## config.mk

```make
export PLATFORM = sky130hd
export DESIGN_NAME = fetch_unit_flat
export DESIGN_NICKNAME = d
export VERILOG_FILES = /design/src/rtl/fetch_unit_if.sv /design/src/rtl/fetch_unit.sv /design/src/flat_wrapper.sv
export SDC_FILE = /design/constraint.sdc
export NUM_CORES = 1
export LEC_CHECK = 0
export CAP_MARGIN = 20
export CORE_MARGIN = 2
export CORE_UTILIZATION = 54
export DETAILED_ROUTE_END_ITERATION = 10
export PLACE_DENSITY = 0.79
export SYNTH_ARGS = -nofsm -noshare
export SYNTH_HDL_FRONTEND = slang
export SYNTH_SLANG_ARGS = --single-unit
```

## constraint.sdc

```tcl
create_clock -name clk -period 11.93 [get_ports clk]
set_input_delay 1.7895 -clock clk [delete_from_list [all_inputs] [get_ports clk]]
set_output_delay 1.7895 -clock clk [all_outputs]
set_load 0.02 [all_outputs]
```

## src/rtl/fetch_unit_if.sv

```systemverilog
// fetch_unit_if: fetch-stage bus bundle for instruction memory, prediction buffer, redirect and decode.
interface fetch_unit_if #(parameter int INDEX_BITS = 10);
  logic                  imem_req;
  logic [31:0]           imem_addr;
  logic [31:0]           imem_rdata;
  logic [INDEX_BITS-1:0] bpb_index;
  logic                  bpb_prediction;
  logic                  redirect_valid;
  logic [31:0]           redirect_pc;
  logic                  dec_valid;
  logic                  dec_ready;
  logic [31:0]           dec_instr;
  logic [31:0]           dec_pc;
  logic                  dec_pred_taken;
  logic [31:0]           dec_pred_target;
  modport master (
    output imem_req, imem_addr, bpb_index, dec_valid, dec_instr, dec_pc, dec_pred_taken, dec_pred_target,
    input  imem_rdata, bpb_prediction, redirect_valid, redirect_pc, dec_ready
  );
  modport slave (
    input  imem_req, imem_addr, bpb_index, dec_valid, dec_instr, dec_pc, dec_pred_taken, dec_pred_target,
    output imem_rdata, bpb_prediction, redirect_valid, redirect_pc, dec_ready
  );
endinterface

```

## src/rtl/fetch_unit.sv

```systemverilog
// fetch_unit: PC generator with 1-bit branch steering and an in-order fetch queue feeding decode.
module fetch_unit #(
  parameter logic [31:0] RESET_PC    = 32'h0000_0000,
  parameter int          QUEUE_DEPTH = 4,
  parameter int          INDEX_BITS  = 10
) (
  input logic         clk,
  input logic         reset,
  fetch_unit_if.master bus
);
  localparam int PW = $clog2(QUEUE_DEPTH);
  localparam int CW = PW + 1;
  logic [31:0]   fetch_pc, resp_pc;
  logic          resp_v, resp_squash;
  logic [31:0]   q_instr  [QUEUE_DEPTH];
  logic [31:0]   q_pc     [QUEUE_DEPTH];
  logic [31:0]   q_target [QUEUE_DEPTH];
  logic          q_taken  [QUEUE_DEPTH];
  logic [PW-1:0] head, tail;
  logic [CW-1:0] count;
  logic          issue, push, pop, is_br, is_jal, taken;
  logic [31:0]   instr, b_imm, j_imm, target;
  always_comb begin
    instr  = bus.imem_rdata;
    is_br  = instr[6:0] == 7'b1100011;
    is_jal = instr[6:0] == 7'b1101111;
    b_imm  = {{20{instr[31]}}, instr[7], instr[30:25], instr[11:8], 1'b0};
    j_imm  = {{12{instr[31]}}, instr[19:12], instr[20], instr[30:21], 1'b0};
    taken  = is_jal || (is_br && bus.bpb_prediction);
    target = taken ? resp_pc + (is_jal ? j_imm : b_imm) : resp_pc + 32'd4;
    // credit check deliberately ignores a same-cycle pop so every response has a slot
    issue  = !reset && !bus.redirect_valid && (count + CW'(resp_v) < CW'(QUEUE_DEPTH));
    push   = resp_v && !resp_squash && !bus.redirect_valid;
    pop    = bus.dec_valid && bus.dec_ready;
  end
  assign bus.imem_req        = issue;
  assign bus.imem_addr       = fetch_pc;
  assign bus.bpb_index       = resp_pc[INDEX_BITS+1:2];
  assign bus.dec_valid       = !reset && count != '0;
  assign bus.dec_instr       = q_instr[head];
  assign bus.dec_pc          = q_pc[head];
  assign bus.dec_pred_taken  = q_taken[head];
  assign bus.dec_pred_target = q_target[head];
  always_ff @(posedge clk) begin
    if (reset) begin
      fetch_pc    <= RESET_PC;
      resp_v      <= 1'b0;
      resp_squash <= 1'b0;
      head        <= '0;
      tail        <= '0;
      count       <= '0;
    end else if (bus.redirect_valid) begin
      fetch_pc    <= bus.redirect_pc & ~32'h3;
      resp_v      <= 1'b0;
      resp_squash <= 1'b0;
      head        <= '0;
      tail        <= '0;
      count       <= '0;
    end else begin
      resp_v <= issue;
      if (issue) begin
        resp_pc     <= fetch_pc;
        resp_squash <= push && taken;
      end
      fetch_pc <= (push && taken) ? target : issue ? fetch_pc + 32'd4 : fetch_pc;
      if (push) begin
        q_instr[tail]  <= instr;
        q_pc[tail]     <= resp_pc;
        q_taken[tail]  <= taken;
        q_target[tail] <= target;
        tail           <= tail + PW'(1);
      end
      if (pop) head <= head + PW'(1);
      count <= count + CW'(push) - CW'(pop);
    end
  end
endmodule

```

## src/flat_wrapper.sv

```systemverilog
// flat-port wrapper written by rule: the top's interface ports become plain ports
module fetch_unit_flat 
#(
  parameter logic [31:0] RESET_PC    = 32'h0000_0000,
  parameter int          QUEUE_DEPTH = 4,
  parameter int          INDEX_BITS  = 10
)
  (clk, reset, bus_imem_req, bus_imem_addr, bus_bpb_index, bus_dec_valid, bus_dec_instr, bus_dec_pc, bus_dec_pred_taken, bus_dec_pred_target, bus_imem_rdata, bus_bpb_prediction, bus_redirect_valid, bus_redirect_pc, bus_dec_ready);
  fetch_unit_if #(.INDEX_BITS(INDEX_BITS)) bus_i ();
  input logic clk;
  input logic reset;
  output wire logic [$bits(bus_i.imem_req)-1:0] bus_imem_req;
  output wire logic [$bits(bus_i.imem_addr)-1:0] bus_imem_addr;
  output wire logic [$bits(bus_i.bpb_index)-1:0] bus_bpb_index;
  output wire logic [$bits(bus_i.dec_valid)-1:0] bus_dec_valid;
  output wire logic [$bits(bus_i.dec_instr)-1:0] bus_dec_instr;
  output wire logic [$bits(bus_i.dec_pc)-1:0] bus_dec_pc;
  output wire logic [$bits(bus_i.dec_pred_taken)-1:0] bus_dec_pred_taken;
  output wire logic [$bits(bus_i.dec_pred_target)-1:0] bus_dec_pred_target;
  input wire logic [$bits(bus_i.imem_rdata)-1:0] bus_imem_rdata;
  input wire logic [$bits(bus_i.bpb_prediction)-1:0] bus_bpb_prediction;
  input wire logic [$bits(bus_i.redirect_valid)-1:0] bus_redirect_valid;
  input wire logic [$bits(bus_i.redirect_pc)-1:0] bus_redirect_pc;
  input wire logic [$bits(bus_i.dec_ready)-1:0] bus_dec_ready;
  assign bus_imem_req = bus_i.imem_req;
  assign bus_imem_addr = bus_i.imem_addr;
  assign bus_bpb_index = bus_i.bpb_index;
  assign bus_dec_valid = bus_i.dec_valid;
  assign bus_dec_instr = bus_i.dec_instr;
  assign bus_dec_pc = bus_i.dec_pc;
  assign bus_dec_pred_taken = bus_i.dec_pred_taken;
  assign bus_dec_pred_target = bus_i.dec_pred_target;
  assign bus_i.imem_rdata = bus_imem_rdata;
  assign bus_i.bpb_prediction = bus_bpb_prediction;
  assign bus_i.redirect_valid = bus_redirect_valid;
  assign bus_i.redirect_pc = bus_redirect_pc;
  assign bus_i.dec_ready = bus_dec_ready;
  fetch_unit #(.RESET_PC(RESET_PC), .QUEUE_DEPTH(QUEUE_DEPTH), .INDEX_BITS(INDEX_BITS)) u_core (.clk(clk), .reset(reset), .bus(bus_i));
endmodule
```

==> flow_metrics.env <==
export IMPL_cts_htree_levels=2
export IMPL_drc=0
export IMPL_switching_share=0.221
export IMPL_core_mm2=0.0364
export IMPL_dpl_cell_area_mm2=0.0224
export IMPL_maxCapViolations=0
export IMPL_rows=70
export IMPL_clock_fmax_mhz=162
export IMPL_dieArea_mm2=0.0385
export IMPL_viasPerCell=6.08
export IMPL_maxSlewHeadroom=0.231
export IMPL_min_path_type="flip-flop to flip-flop"
export IMPL_yosys_top_cells_area="edfxtp_1 63%, mux4_2 11%, dfxtp_1 4.3%"
export IMPL_drt_first_pass_iters=5
export IMPL_power_mw=3.52
export IMPL_p_sw_uw=777
export IMPL_p_leak_nw=7.93
export IMPL_cts_tree="done"
export IMPL_grt_pass1_wl_mm=71.9
export IMPL_path_max_fanout=50
export IMPL_ys_warn_count=0
export IMPL_fin_setup_tns_ns=0
export IMPL_syn_avg_cell_area_um2=15.8
export IMPL_combPwrFrac=0.075
export IMPL_clk_pin_slew_ns=0.06
export IMPL_drive_gt1_frac=0.136
export IMPL_cts_hold_buf=0
export IMPL_async_reset_ff_frac=0
export IMPL_startpoint_type="primary input"
export IMPL_clk_latency_ns=0.56
export IMPL_ys_ff_latch=459
export IMPL_hold_depth=0
export IMPL_intPower_mw=2.74
export IMPL_synth_top_cell_by_area="edfxtp_1"
export IMPL_cts_num_sinks=459
export IMPL_gr_total_overflow=0
export IMPL_yosys_most_used_dff="edfxtp_1"
export IMPL_cp_arrival_ns=4.39
export IMPL_ctsResizeCount=0
export IMPL_drtIter0Drc=1093
export IMPL_grt_max_degree=69
export IMPL_vias=12000
export IMPL_antenna_found_initial=2
export IMPL_portBuffers=207
export IMPL_min_to="u_core.resp_pc[1]"
export IMPL_die_y_um=196
export IMPL_start_util=0.547
export IMPL_ios=210
export IMPL_final_area_mm2=0.0240
export IMPL_status="complete, no violations"
export IMPL_synthDistinctLibCells=65
export IMPL_dpl_hpwl_mm=31.1
export IMPL_utilization=0.658
export IMPL_finalHoldViolCount=0
export IMPL_ant_nets=0
export IMPL_fin_crit_sh=0.518
export IMPL_worstReg2RegStart="u_core.resp_pc[1]"
export IMPL_worstReg2RegEnd="u_core.q_target[0][29]"
export IMPL_grt_pass1_vias=11800
export IMPL_finalClockSkew_ns=0.0215
export IMPL_yosysTopAreaCellShare=0.627
export IMPL_reg2reg_slack_ns=8.11
export IMPL_routed_wl_mm=47.7
export IMPL_area_growth_pct=20.3
export IMPL_finalSetupViolations=0
export IMPL_fillerInstances=2546
export IMPL_synth_edf_count=416
export IMPL_postSynthCellCount=1265
export IMPL_syn_area_mm2=0.0199
export IMPL_seq_area_frac_synth=0.670
export IMPL_fin_nets=1586
export IMPL_irDropWorstVdd_v=0.0000973
export IMPL_critical_path_class="primary input to output pin"
export IMPL_clk_path_buf_depth=3
export IMPL_drv_slew=0
export IMPL_cp_end_kind="output pin"
export IMPL_power_density_mw_per_mm2=147
export IMPL_post_cts_setup_buffer_count=0
export IMPL_rsz0062_at_grt="no"
export IMPL_worstMarginPinSlew_ns=1.15
export IMPL_gp_congestion=0.924
export IMPL_fin_crit_ns=6.18
export IMPL_required_ns=10.14
export IMPL_cts_made_buffers=46
export IMPL_track_usage=0.249
export IMPL_wl_per_cell_um=24.1
export IMPL_die_width_um=196
export IMPL_p_clk_frac=0.412
export IMPL_root_buffer="clkbuf_16"
export IMPL_power_frac_seq=0.513
export IMPL_synth_nets=1377
export IMPL_reg2reg_depth=11
-- worst max-delay path, stage by stage --
cell and delay, ns:
clkdlybuf4s50_1 0.39, buf_4 0.25, nor2_1 0.20, nand2_1 0.32
clkinv_1 0.13, buf_4 0.56, clkdlybuf4s50_1 0.74
-- per-layer routing --
metal	vias up	part of all wire	GRT usage
met4	0	0.023	0.0662
met2	519	0.47	0.391
met1	6056	0.44	0.364
met5	-	0	0
li1	5393	-	-
met3	69	0.074	0.0449
-- cell families after synthesis --
logic type / share of synthesized area
AO/OA/AOI/OAI: 0.0625
XOR/XNOR: 0.0338
adder cells (fa/ha/maj): 0.0277
buffers and inverters: 0.0186
flip-flops: 0.670
multiplexers: 0.114
AND/OR/NAND/NOR: 0.0734
-- power by group through the flow --
stage	combinational (mW)	sequential, mW	clock (mW)
2_1_floorplan	0.144	1.84	0
3_3_place_gp	0.255	1.84	0
3_5_place_dp	0.258	1.84	0
4_1_cts	0.261	1.80	1.47
5_1_grt	0.283	1.81	1.53
6_report	0.263	1.81	1.45
-- cells in the mapped netlist, types with 20 or more instances --
cell	instances
dfxtp_1	43
edfxtp_1	416
nor2_1	57
nand3_1	44
xor2_1	40
clkbuf_1	35
and3_1	20
nand2_1	96
xnor2_1	37
o21ai_0	54
inv_1	20
nor3_1	22
a21oi_1	62
ha_1	41
mux4_2	96
-- placed cells by master (no fill, tap or decap), drive strengths merged, types with 4 or more instances in the layout --
cell	synthesis	routed
nand4	14	14
and3	20	20
bufinv	0	6
or3	5	5
nor3	22	22
nor2b	6	6
a22oi	4	4
xor2	40	40
a221oi	9	9
nor2	58	58
clkinv	2	23
nand2	97	97
and4	8	8
buf	27	16
clkbuf	35	53
edfxtp	416	416
a211oi	6	6
inv	20	21
and2	9	9
o21bai	5	5
mux4	96	96
o221ai	4	4
ha	41	41
dfxtp	43	43
xnor2	37	37
mux2	5	5
clkdlybuf4s50	0	207
mux2i	5	5
a21o	17	17
o31ai	4	4
o21ai	56	56
a21oi	63	63
nand3	44	44
nor4	4	4
-- flip-flops by register name, summed over array words and instances (netlist names), named ones only --
signal                count
u_core.count              3
u_core.q_target         128
u_core.q_instr          128
u_core.resp_squash        1
u_core.resp_v             1
u_core.head               2
u_core.tail               2
u_core.bus.imem_addr     30
u_core.q_pc             124
u_core.resp_pc           32
u_core.q_taken            4
-- worst max path at each step --
stage | start | end | slack (ns)
5_1_grt | bus_imem_rdata[31] | u_core.q_target[0][31] | 5.40
4_1_cts | bus_imem_rdata[5] | u_core.q_target[0][31] | 5.73
2_1_floorplan | reset | bus_imem_req | 6.41
3_5_place_dp | bus_imem_rdata[5] | u_core.q_target[1][31] | 5.15
6_report | reset | bus_imem_req | 5.75
3_3_place_gp | bus_imem_rdata[0] | u_core.q_target[0][31] | 5.24
-- stage by stage --
| stage | hold slack (ns) | cells | setup slack, ns |
|---|---|---|---|
| detailed placement | 0.460 | 1893 | 5.15 |
| global placement | 0.449 | 1893 | 5.24 |
| global route | 0.502 | 1980 | 5.40 |
| finish | 0.481 | 1980 | 5.75 |
| floorplan | 0.435 | 1265 | 6.41 |
| CTS | 0.486 | 1977 | 5.73 |
-- cell type report --
class	instances	area [µm²]	share of cell area
Sequential cell	459	13400	0.557
Timing Repair Buffer	223	2190	0.0913
Tap cell	468	586	0.0244
Clock inverter	31	322	0.0134
Inverter	22	82.6	0.00344
Multi-Input combinational cell	722	6220	0.260
Clock buffer	53	1210	0.0504
Antenna cell	2	5.00	0.000209
Note: power is estimated with default switching activity, not from simulation.
==> edit, RTL diff (same flow settings) <==
`QUEUE_DEPTH` is set to 4 in 2 places; all go to 2.
--- a/src/rtl/fetch_unit.sv
+++ b/src/rtl/fetch_unit.sv
@@ -1,7 +1,7 @@
 // fetch_unit: PC generator with 1-bit branch steering and an in-order fetch queue feeding decode.
 module fetch_unit #(
   parameter logic [31:0] RESET_PC    = 32'h0000_0000,
-  parameter int          QUEUE_DEPTH = 4,
+  parameter int          QUEUE_DEPTH = 2,
   parameter int          INDEX_BITS  = 10
 ) (
   input logic         clk,
--- a/src/flat_wrapper.sv
+++ b/src/flat_wrapper.sv
@@ -2,7 +2,7 @@
 module fetch_unit_flat 
 #(
   parameter logic [31:0] RESET_PC    = 32'h0000_0000,
-  parameter int          QUEUE_DEPTH = 4,
+  parameter int          QUEUE_DEPTH = 2,
   parameter int          INDEX_BITS  = 10
 )
   (clk, reset, bus_imem_req, bus_imem_addr, bus_bpb_index, bus_dec_valid, bus_dec_instr, bus_dec_pc, bus_dec_pred_taken, bus_dec_pred_target, bus_imem_rdata, bus_bpb_prediction, bus_redirect_valid, bus_redirect_pc, bus_dec_ready);
Formal check against the unedited RTL: not equivalent (Yosys sat finds a counterexample within 4 cycles, from zero or initial values and one cycle with reset high).
==> edit against the original RTL <==
Total power down 40%. Wire length is 31% lower. Sequential cell count fell by 196. Area after synthesis is 35% lower. Via count down 24%. Setup slack lost 0.12 ns. Synthesized cell count down 17%. Design area decreased by 33%. Global-route usage is 0.32 points higher. Clock power is 46% lower. Die area shrank 35%. Largest cell class unchanged.
==> edit: results (changes against the original RTL) <==
tap-cell-count: 319  # was 468
cts_max_level: 1  # was 2
final_nets: 1337  # was 1586
synth_compound_area_share_pct: 10.5  # was 6.25%
grtUsageMet3_pct: 3.21  # was 4.49%
wl_per_cell_um: 20.9  # was 24.1 um
num_vias: 9166  # was 12000
grt_first_pass_wirelength_mm: 50.1  # was 71.9 mm
ir_drop_mv: 0.106  # was 0.0973 mV
place.gp.congestion: 0.902  # was 0.924
drive_above_1_share_pct: 13.4  # was 13.6%
ys_top_cells_by_area: "edfxtp_1 52%, mux2_2 9.1%, dfxtp_1 6.0%"  # was edfxtp_1 63%, mux4_2 11%, dfxtp_1 4.3%
n_all_inverters: 14  # was 22
final_cell_count_no_fill: 1569  # was 1980
wl_met1_mm: 14.8  # was 20.8 mm
clk_share_pct: 5.10  # was 6.38%
dr_wl_met2_mm: 15.0  # was 22.2 mm
pre_cts_slack_ns: 5.13  # was 5.15 ns
leakage_nw: 5.59  # was 7.93 nW
drt_iter0_drc: 887  # was 1093
buffers_excl_clock: 218  # was 223
antenna_cells: 0  # was 2
crit_path_max_fanout: 14  # was 50
nonClkBufAreaFrac_pct: 13.4  # was 9.13%
regArea_um2: 7510  # was 13400 um^2
multi_input_area_share_pct: 31.8  # was 26.0%
nClkBuffers: 36  # was 53
worst_ep_required_time_ns: 12.20  # was 10.14 ns
reg_top3: "u_core.q_instr x64, u_core.q_pc x63, u_core.q_target x63"  # was u_core.q_instr x128, u_core.q_target x128, u_core.q_pc x124
place_hpwl_mm: 22.8  # was 31.1 mm
place_area_um2: 15200  # was 22400 um^2
use_met1_pct: 37.0  # was 36.4%
nMultiInputCombCells: 706  # was 722
synth-edff-count: 224  # was 416
syn_nets: 1151  # was 1377
ys_top_cells_by_count: "224 x edfxtp_1, 104 x mux2_2, 86 x nand2_1"  # was 416 x edfxtp_1, 96 x mux4_2, 96 x nand2_1
yosysSeqAreaShare_pct: 58.1  # was 67.0%
fill_cells: 1700  # was 2546
status: "completed"  # unchanged
-- edit: worst max-delay path, stage by stage --
cell and delay, ns:
clkdlybuf4s50_1 0.45, nand4b_1 0.30, nor3_2 0.82, mux2_2 0.45, ha_1 0.22, fa_1 0.42
a21oi_1 0.22, o221ai_1 0.29, o211ai_2 0.33, nand2_2 0.14, o21a_2 0.27, o41ai_4 0.35
xnor2_1 0.11, a21oi_1 0.26, xnor2_1 0.12
-- edit: worst paths after layout --
kind,startpoint,endpoint,slack (ns),cells after the start
worst max-delay path,bus_imem_rdata[4],u_core.q_target[1][31],5.63,15
worst min-delay path,u_core.resp_pc[0],u_core.q_pc[1][0],0.48,0
worst max register to register,u_core.resp_pc[2],u_core.q_target[1][31],8.42,10
worst min register to register,u_core.resp_pc[0],u_core.q_pc[1][0],0.48,0
-- edit: where the power goes --
part	leakage (nW)	total, W	switching [W]	internal [W]
combinational	2.82	0.000262	0.000150	0.000112
sequential	2.36	0.00105	0.0000272	0.00102
clock	0.402	0.000786	0.000341	0.000445
